File: src/rtl/saida_bcd_pkg.sv
// Shared types and constants for the sequential binary-to-BCD output stage.
// Holds the FSM state encoding, display codes and default sizing.
package saida_bcd_pkg;

  typedef enum logic [1:0] {
    IDLE = 2'd0,
    CONV = 2'd1,
    SAT  = 2'd2
  } estado_t;

  localparam logic [3:0] BLANK     = 4'hF;
  localparam logic [3:0] SAT_DIGIT = 4'd9;

  localparam int MAX_VAL_DEF   = 999;
  localparam int CONV_BITS_DEF = 10;
  localparam int BCD_W         = 12;

endpackage

File: src/rtl/saida_bcd_sequencial_if.sv
// Word-in / digits-out bundle between the CPU OUT path and the BCD output stage.
// master = CPU side (drives the word), slave = conversion block.
interface saida_bcd_sequencial_if #(
  parameter int DATA_W = 32
);
  logic [DATA_W-1:0] dado_in;
  logic              in_valid;
  logic              in_ready;
  logic [3:0]        unidade;
  logic [3:0]        dezena;
  logic [3:0]        centena;
  logic              overflow;
  logic              out_valid;
  logic              ocupado;

  modport master (
    output dado_in, in_valid,
    input  in_ready, unidade, dezena, centena, overflow, out_valid, ocupado
  );

  modport slave (
    input  dado_in, in_valid,
    output in_ready, unidade, dezena, centena, overflow, out_valid, ocupado
  );
endinterface

File: src/rtl/bcd_ajuste_digito.sv
// Combinational double-dabble nibble corrector: adds 3 when the digit is 5 or more.
// Zero latency, no flow control.
module bcd_ajuste_digito (
  input  logic [3:0] i_dig,
  output logic [3:0] o_dig
);

  assign o_dig = (i_dig >= 4'd5) ? (i_dig + 4'd3) : i_dig;

endmodule

File: src/rtl/saida_bcd_sequencial.sv
// Iterative binary-to-BCD output stage: CONV_BITS cycles per word (1 when saturating), in_ready low while busy.
// Optional SAIDA_BCD_BLANK_EN blanks leading-zero digits with the BLANK code.
module saida_bcd_sequencial
  import saida_bcd_pkg::*;
#(
  parameter int DATA_W    = 32,
  parameter int CONV_BITS = CONV_BITS_DEF,
  parameter int MAX_VAL   = MAX_VAL_DEF
) (
  input  logic                  clock,
  input  logic                  reset,
  saida_bcd_sequencial_if.slave bus
);

  localparam int SR_W  = BCD_W + CONV_BITS;
  localparam int CNT_W = $clog2(CONV_BITS + 1);

  estado_t           r_estado, w_estado_nxt;
  logic [SR_W-1:0]   r_sr, w_sr_nxt;
  logic [CNT_W-1:0]  r_cnt, w_cnt_nxt;
  logic [3:0]        r_uni, r_dez, r_cen;
  logic [3:0]        w_uni_nxt, w_dez_nxt, w_cen_nxt;
  logic              r_ovf, w_ovf_nxt;
  logic              r_out_vld, w_out_vld_nxt;

  logic [BCD_W-1:0]  w_adj;
  logic [SR_W-1:0]   w_passo;
  logic [3:0]        w_uni_fin, w_dez_fin, w_cen_fin;
  logic [3:0]        w_dez_disp, w_cen_disp;

  bcd_ajuste_digito u_adj_uni (.i_dig(r_sr[CONV_BITS     +: 4]), .o_dig(w_adj[3:0]));
  bcd_ajuste_digito u_adj_dez (.i_dig(r_sr[CONV_BITS + 4 +: 4]), .o_dig(w_adj[7:4]));
  bcd_ajuste_digito u_adj_cen (.i_dig(r_sr[CONV_BITS + 8 +: 4]), .o_dig(w_adj[11:8]));

  // One double-dabble step: correct every nibble, then shift {bcd, bin} left.
  assign w_passo   = {w_adj, r_sr[CONV_BITS-1:0]} << 1;
  assign w_uni_fin = w_passo[CONV_BITS     +: 4];
  assign w_dez_fin = w_passo[CONV_BITS + 4 +: 4];
  assign w_cen_fin = w_passo[CONV_BITS + 8 +: 4];

`ifdef SAIDA_BCD_BLANK_EN
  assign w_cen_disp = (w_cen_fin == 4'd0) ? BLANK : w_cen_fin;
  assign w_dez_disp = ((w_cen_fin == 4'd0) && (w_dez_fin == 4'd0)) ? BLANK : w_dez_fin;
`else
  assign w_cen_disp = w_cen_fin;
  assign w_dez_disp = w_dez_fin;
`endif

  always_comb begin
    w_estado_nxt  = r_estado;
    w_sr_nxt      = r_sr;
    w_cnt_nxt     = r_cnt;
    w_uni_nxt     = r_uni;
    w_dez_nxt     = r_dez;
    w_cen_nxt     = r_cen;
    w_ovf_nxt     = r_ovf;
    w_out_vld_nxt = 1'b0;

    case (r_estado)
      IDLE: begin
        if (bus.in_valid) begin
          if (bus.dado_in > DATA_W'(MAX_VAL)) begin
            w_estado_nxt = SAT;
          end else begin
            w_sr_nxt     = SR_W'(bus.dado_in[CONV_BITS-1:0]);
            w_cnt_nxt    = '0;
            w_estado_nxt = CONV;
          end
        end
      end
      CONV: begin
        w_sr_nxt  = w_passo;
        w_cnt_nxt = r_cnt + CNT_W'(1);
        if (r_cnt == CNT_W'(CONV_BITS - 1)) begin
          w_uni_nxt     = w_uni_fin;
          w_dez_nxt     = w_dez_disp;
          w_cen_nxt     = w_cen_disp;
          w_ovf_nxt     = 1'b0;
          w_out_vld_nxt = 1'b1;
          w_estado_nxt  = IDLE;
        end
      end
      SAT: begin
        w_uni_nxt     = SAT_DIGIT;
        w_dez_nxt     = SAT_DIGIT;
        w_cen_nxt     = SAT_DIGIT;
        w_ovf_nxt     = 1'b1;
        w_out_vld_nxt = 1'b1;
        w_estado_nxt  = IDLE;
      end
      default: begin
        w_estado_nxt = IDLE;
      end
    endcase
  end

  always_ff @(posedge clock or negedge reset) begin
    if (!reset) begin
      r_estado  <= IDLE;
      r_sr      <= '0;
      r_cnt     <= '0;
      r_uni     <= '0;
      r_dez     <= '0;
      r_cen     <= '0;
      r_ovf     <= 1'b0;
      r_out_vld <= 1'b0;
    end else begin
      r_estado  <= w_estado_nxt;
      r_sr      <= w_sr_nxt;
      r_cnt     <= w_cnt_nxt;
      r_uni     <= w_uni_nxt;
      r_dez     <= w_dez_nxt;
      r_cen     <= w_cen_nxt;
      r_ovf     <= w_ovf_nxt;
      r_out_vld <= w_out_vld_nxt;
    end
  end

  assign bus.in_ready  = (r_estado == IDLE);
  assign bus.ocupado   = (r_estado == CONV);
  assign bus.unidade   = r_uni;
  assign bus.dezena    = r_dez;
  assign bus.centena   = r_cen;
  assign bus.overflow  = r_ovf;
  assign bus.out_valid = r_out_vld;

endmodule

File: src/flat_wrapper.sv
// flat-port wrapper written by rule: the top's interface ports become plain ports
module saida_bcd_sequencial_flat import saida_bcd_pkg::*;
#(
  parameter int DATA_W    = 32,
  parameter int CONV_BITS = CONV_BITS_DEF,
  parameter int MAX_VAL   = MAX_VAL_DEF
)
  (clock, reset, bus_dado_in, bus_in_valid, bus_in_ready, bus_unidade, bus_dezena, bus_centena, bus_overflow, bus_out_valid, bus_ocupado);
  saida_bcd_sequencial_if #(.DATA_W(DATA_W)) bus_i ();
  input  logic clock;
  input  logic reset;
  input wire logic [$bits(bus_i.dado_in)-1:0] bus_dado_in;
  input wire logic [$bits(bus_i.in_valid)-1:0] bus_in_valid;
  output wire logic [$bits(bus_i.in_ready)-1:0] bus_in_ready;
  output wire logic [$bits(bus_i.unidade)-1:0] bus_unidade;
  output wire logic [$bits(bus_i.dezena)-1:0] bus_dezena;
  output wire logic [$bits(bus_i.centena)-1:0] bus_centena;
  output wire logic [$bits(bus_i.overflow)-1:0] bus_overflow;
  output wire logic [$bits(bus_i.out_valid)-1:0] bus_out_valid;
  output wire logic [$bits(bus_i.ocupado)-1:0] bus_ocupado;
  assign bus_i.dado_in = bus_dado_in;
  assign bus_i.in_valid = bus_in_valid;
  assign bus_in_ready = bus_i.in_ready;
  assign bus_unidade = bus_i.unidade;
  assign bus_dezena = bus_i.dezena;
  assign bus_centena = bus_i.centena;
  assign bus_overflow = bus_i.overflow;
  assign bus_out_valid = bus_i.out_valid;
  assign bus_ocupado = bus_i.ocupado;
  saida_bcd_sequencial #(.DATA_W(DATA_W), .CONV_BITS(CONV_BITS), .MAX_VAL(MAX_VAL)) u_core (.clock(clock), .reset(reset), .bus(bus_i));
endmodule
File: config.mk
export PLATFORM = sky130hd
export DESIGN_NAME = saida_bcd_sequencial_flat
export DESIGN_NICKNAME = d
export VERILOG_FILES = /design/src/rtl/saida_bcd_pkg.sv /design/src/rtl/saida_bcd_sequencial_if.sv /design/src/rtl/bcd_ajuste_digito.sv /design/src/rtl/saida_bcd_sequencial.sv /design/src/flat_wrapper.sv
export SDC_FILE = /design/constraint.sdc
export NUM_CORES = 1
export LEC_CHECK = 0
export ABC_CLOCK_PERIOD_IN_PS = 2100
export CAP_MARGIN = 20
export CORE_AREA = 2 2 82 84
export CTS_CLUSTER_SIZE = 8
export DETAILED_ROUTE_END_ITERATION = 16
export DIE_AREA = 0 0 84 86
export GPL_TIMING_DRIVEN = 0
export HOLD_SLACK_MARGIN = 0.08
export SYNTH_ARGS = -nofsm -noshare
export SYNTH_HDL_FRONTEND = slang
export SYNTH_SLANG_ARGS = --single-unit
export TNS_END_PERCENT = 50
File: constraint.sdc
create_clock -name clock -period 2.1 [get_ports clock]
set_input_delay 0.21 -clock clock [delete_from_list [all_inputs] [get_ports clock]]
set_output_delay 0.21 -clock clock [all_outputs]
set_load 0.02 [all_outputs]
==> flow_summary.yaml <==
status:
  status: "completed"
clocking:
  path_clk_slew_ps: 80
  clock-root-buffer: "clkbuf_8"
  worstSkewPairLatency_ps: 290
  clock_path_buffers: 2
  cts_tree: "built"
  cts_inserted_buffers: 5
  ctsHtreeMaxLevel: 2
  cts.sinks: 42
detailed_routing:
  post_drt_wl_per_cell_um: 14.7
  drc: 0
  avgViaCountPerCell: 5.26
  ant_nets: 0
  wl_mm: 5.54
  vias: 1983
  firstDrtPassIters: 4
  drt_iter0_markers: 108
power:
  power.density_mw_per_mm2: 624
  ir_drop_mv: 0.363
  p_leak_uw: 0.00135
  power_uw: 2020
synth:
  synth_area_per_cell_um2: 10.4
  synthDistinctLibCells: 38
  netlist_instances: 240
  syn_area_mm2: 0.00249
  yosysWarningCount: 0
  syn_nets: 286
  yosysSeqAreaShare_pct: 42.3
  ys_ff_latch: 42
run:
  cap_viol_max_count: 0
place:
  post-dp-hpwl_mm: 4.03
  place.gp.congestion: 0.727
  port_buffers: 50
  dp_cells: 368
timing:
  rsz0062_at_grt: "no"
  post-route-period-util_pct: 94.6
  hold_violations: 0
  skew_ps: 3.06
  fmax_mhz: 503
  worst-slew-pin-transition_ps: 541
  drv_slew: 0
  holdWs_ps: 310
  max_slew_margin_pct: 63.9
  period_needed_ps: 1990
  fin_setup_tns_ps: 0
  setup_viol: 0
layout:
  layout-drive-gt1-share_pct: 18.3
  fin_nets: 345
  num_antenna_cells: 0
  instances_no_fill: 377
  fill_cells: 578
  syn2layout_area_growth_pct: 30.0
global_routing:
  grt_max_degree: 34
  grt_pass1_wl_mm: 9.52
  grt_pass1_vias: 2024
  grt_remaining_overflow: 0
  grt_use_total_pct: 16.4
  antenna_found_initial: 0
critical_path:
  critical_path.max_stage_delay_ps: 410
  end_kind: "flop"
  cp-start-kind: "primary input"
  cpMaxStageDelayCell: "clkdlybuf4s50_1"
  path_max_fanout: 10
  worstPathRequired_ps: 2280
  cp_top_family: "buffers and inverters"
  path_cells: "clkdlybuf4s50_1 > nor4_2 > nand4_1 > o31ai_4 > o21ai_4 > buf_6 > mux2_4"
  cp.arrival_ps: 2170
  crit_buf_inv: 2
  criticalPathCategory: "in -> reg"
die:
  dieArea_mm2: 0.00722
  core_area_mm2: 0.00628
  start_util_pct: 39.6
  die_w_um: 84
  io_pins: 51
  die_y_um: 86
  fp-row-count: 29
hold_path:
  min_path_type: "in -> async"
## cell families (layout without fill, tap and decap cells)
kind of cell | after synthesis | in the layout | synth area share [%]
flip-flops | 42 | 42 | 42.3
AO/OA/AOI/OAI | 54 | 54 | 14.3
multiplexers | 32 | 32 | 15.8
AND/OR/NAND/NOR | 74 | 74 | 16.5
XOR/XNOR | 5 | 5 | 1.76
buffers and inverters | 22 | 82 | 3.93
adder cells (fa/ha/maj) | 11 | 11 | 5.54
## flip-flops by register name (all words and copies together), names as in the netlist
name                  cells
u_core.r_sr              22
u_core.bus.centena        4
u_core.r_estado           2
u_core.bus.overflow       1
u_core.bus.dezena         4
u_core.r_cnt              4
u_core.bus.out_valid      1
u_core.bus.unidade        4
## layout by cell type (no fill, tap or decap), types with 2 or more instances in the layout
cell type        synthesis  final
a211oi_1                 2      2
a21bo_2                  3      3
a21oi_1                 21     21
a31oi_1                  7      7
buf_2                    0      3
buf_6                    2      2
clkbuf_1                 8      2
clkbuf_2                 0      5
clkbuf_8                 0      5
clkdlybuf4s50_1          0     49
dfrtp_1                 42     42
ha_1                    11     11
inv_1                   11     11
mux2_2                  13     13
mux2_4                  11     11
mux2i_1                  8      8
nand2_1                 26     26
nand2b_1                 5      5
nand3_1                 10     10
nand4_1                  2      2
nor2_1                   6      5
nor2b_1                  7      7
nor3_1                   4      4
nor3b_1                  5      5
nor4_2                   5      5
o211ai_1                 2      2
o21ai_0                  9      9
o22ai_1                  3      3
xnor2_1                  3      3
xor2_1                   2      2
## layout make-up
class / instances / area [um^2] / area share (%)
inverter: 11 / 41.3 / 1.28
timing repair buffer: 53 / 533 / 16.5
multi-input combinational: 176 / 1340 / 41.4
tap: 77 / 96.3 / 2.98
clock buffer: 6 / 72.6 / 2.24
clock inverter: 2 / 37.5 / 1.16
sequential: 42 / 1050 / 32.5
buffer: 10 / 61.3 / 1.90
## cells in the mapped netlist
cell / n / share of area (%)
nand3b_1: 1 / 0.30
nand2_1: 26 / 3.9
o22ai_1: 3 / 0.75
nor3_1: 4 / 0.81
mux2i_1: 8 / 3.2
a21bo_2: 3 / 1.2
nand2b_1: 5 / 1.3
a211oi_1: 2 / 0.60
nor4_2: 5 / 2.5
buf_6: 2 / 0.91
inv_1: 11 / 1.7
or3b_2: 1 / 0.35
nor2_1: 6 / 0.91
o31ai_4: 1 / 0.86
nand4_1: 2 / 0.50
or3_1: 1 / 0.25
nor3b_1: 5 / 1.5
and4_1: 1 / 0.35
a21oi_1: 21 / 4.2
mux2_2: 13 / 5.9
o31a_1: 1 / 0.35
nand3_1: 10 / 2.0
a22o_1: 1 / 0.35
a31oi_1: 7 / 1.8
mux2_4: 11 / 6.6
o221ai_1: 1 / 0.35
clkbuf_1: 8 / 1.2
buf_1: 1 / 0.15
xnor2_1: 3 / 1.1
xor2_1: 2 / 0.70
dfrtp_1: 42 / 42
o211ai_1: 2 / 0.60
o22a_1: 1 / 0.35
ha_1: 11 / 5.5
nor2b_1: 7 / 1.8
o211a_1: 1 / 0.40
o21ai_0: 9 / 1.8
o21ai_4: 1 / 0.65
## metrics by stage
stage / worst slack, ps / cell area (um^2) / utilization [%]
finish: 113 / 3230 / 51.5
global route: 2.46 / 3230 / 51.5
CTS: 47.8 / 3230 / 51.5
detailed placement: -346 / 3100 / 49.4
global placement: -368 / 3080 / 49.1
floorplan: 46.9 / 2490 / -
## metal layers
metal	wire length [um]	GRT usage, %	vias up
li1	-	-	981
met1	2620	21.3	942
met2	2610	28.8	54
met3	262	3.08	6
met4	40	3.23	0
met5	0	0	-
## worst paths after layout
path	start	to	slack, ps	cells after the start
setup / recovery	bus_dado_in[29]	u_core.r_sr[6]	110	7
hold reg to reg	u_core.r_sr[6]	u_core.r_sr[6]	510	1
setup reg to reg	u_core.r_estado[1]	u_core.r_cnt[3]	170	7
hold / removal	reset	u_core.bus.dezena[1]	310	2
min in group clock	u_core.r_sr[6]	u_core.r_sr[6]	510	1
max in group asynchronous	reset	u_core.r_sr[16]	1340	3
## worst reg2reg max path, stage by stage (launching register included)
cell and delay, ps:
dfrtp_1 420, inv_1 90, ha_1 290, buf_2 280, or3b_2 480, a21oi_1 140, a31oi_1 50, o211ai_1 100
## power by group
part	leakage [uW]	switching, uW	internal [uW]
Clock	0.0000514	291	355
Sequential	0.000525	71.5	903
Combinational	0.000776	165	231
## timing repair
| item | 4_1_cts | 5_1_grt |
|---|---|---|
| pin swaps | 1 | 0 |
| hold endpoints to repair | 42 | 0 |
| gates cloned | 0 | 0 |
| buffers inserted | 1 | 0 |
| endpoints found under the setup margin | 31 | 18 |
| gates resized for setup | 5 | 6 |
| hold buffers | 1 | 0 |
No activity file was read; power rests on OpenSTA's default activity.
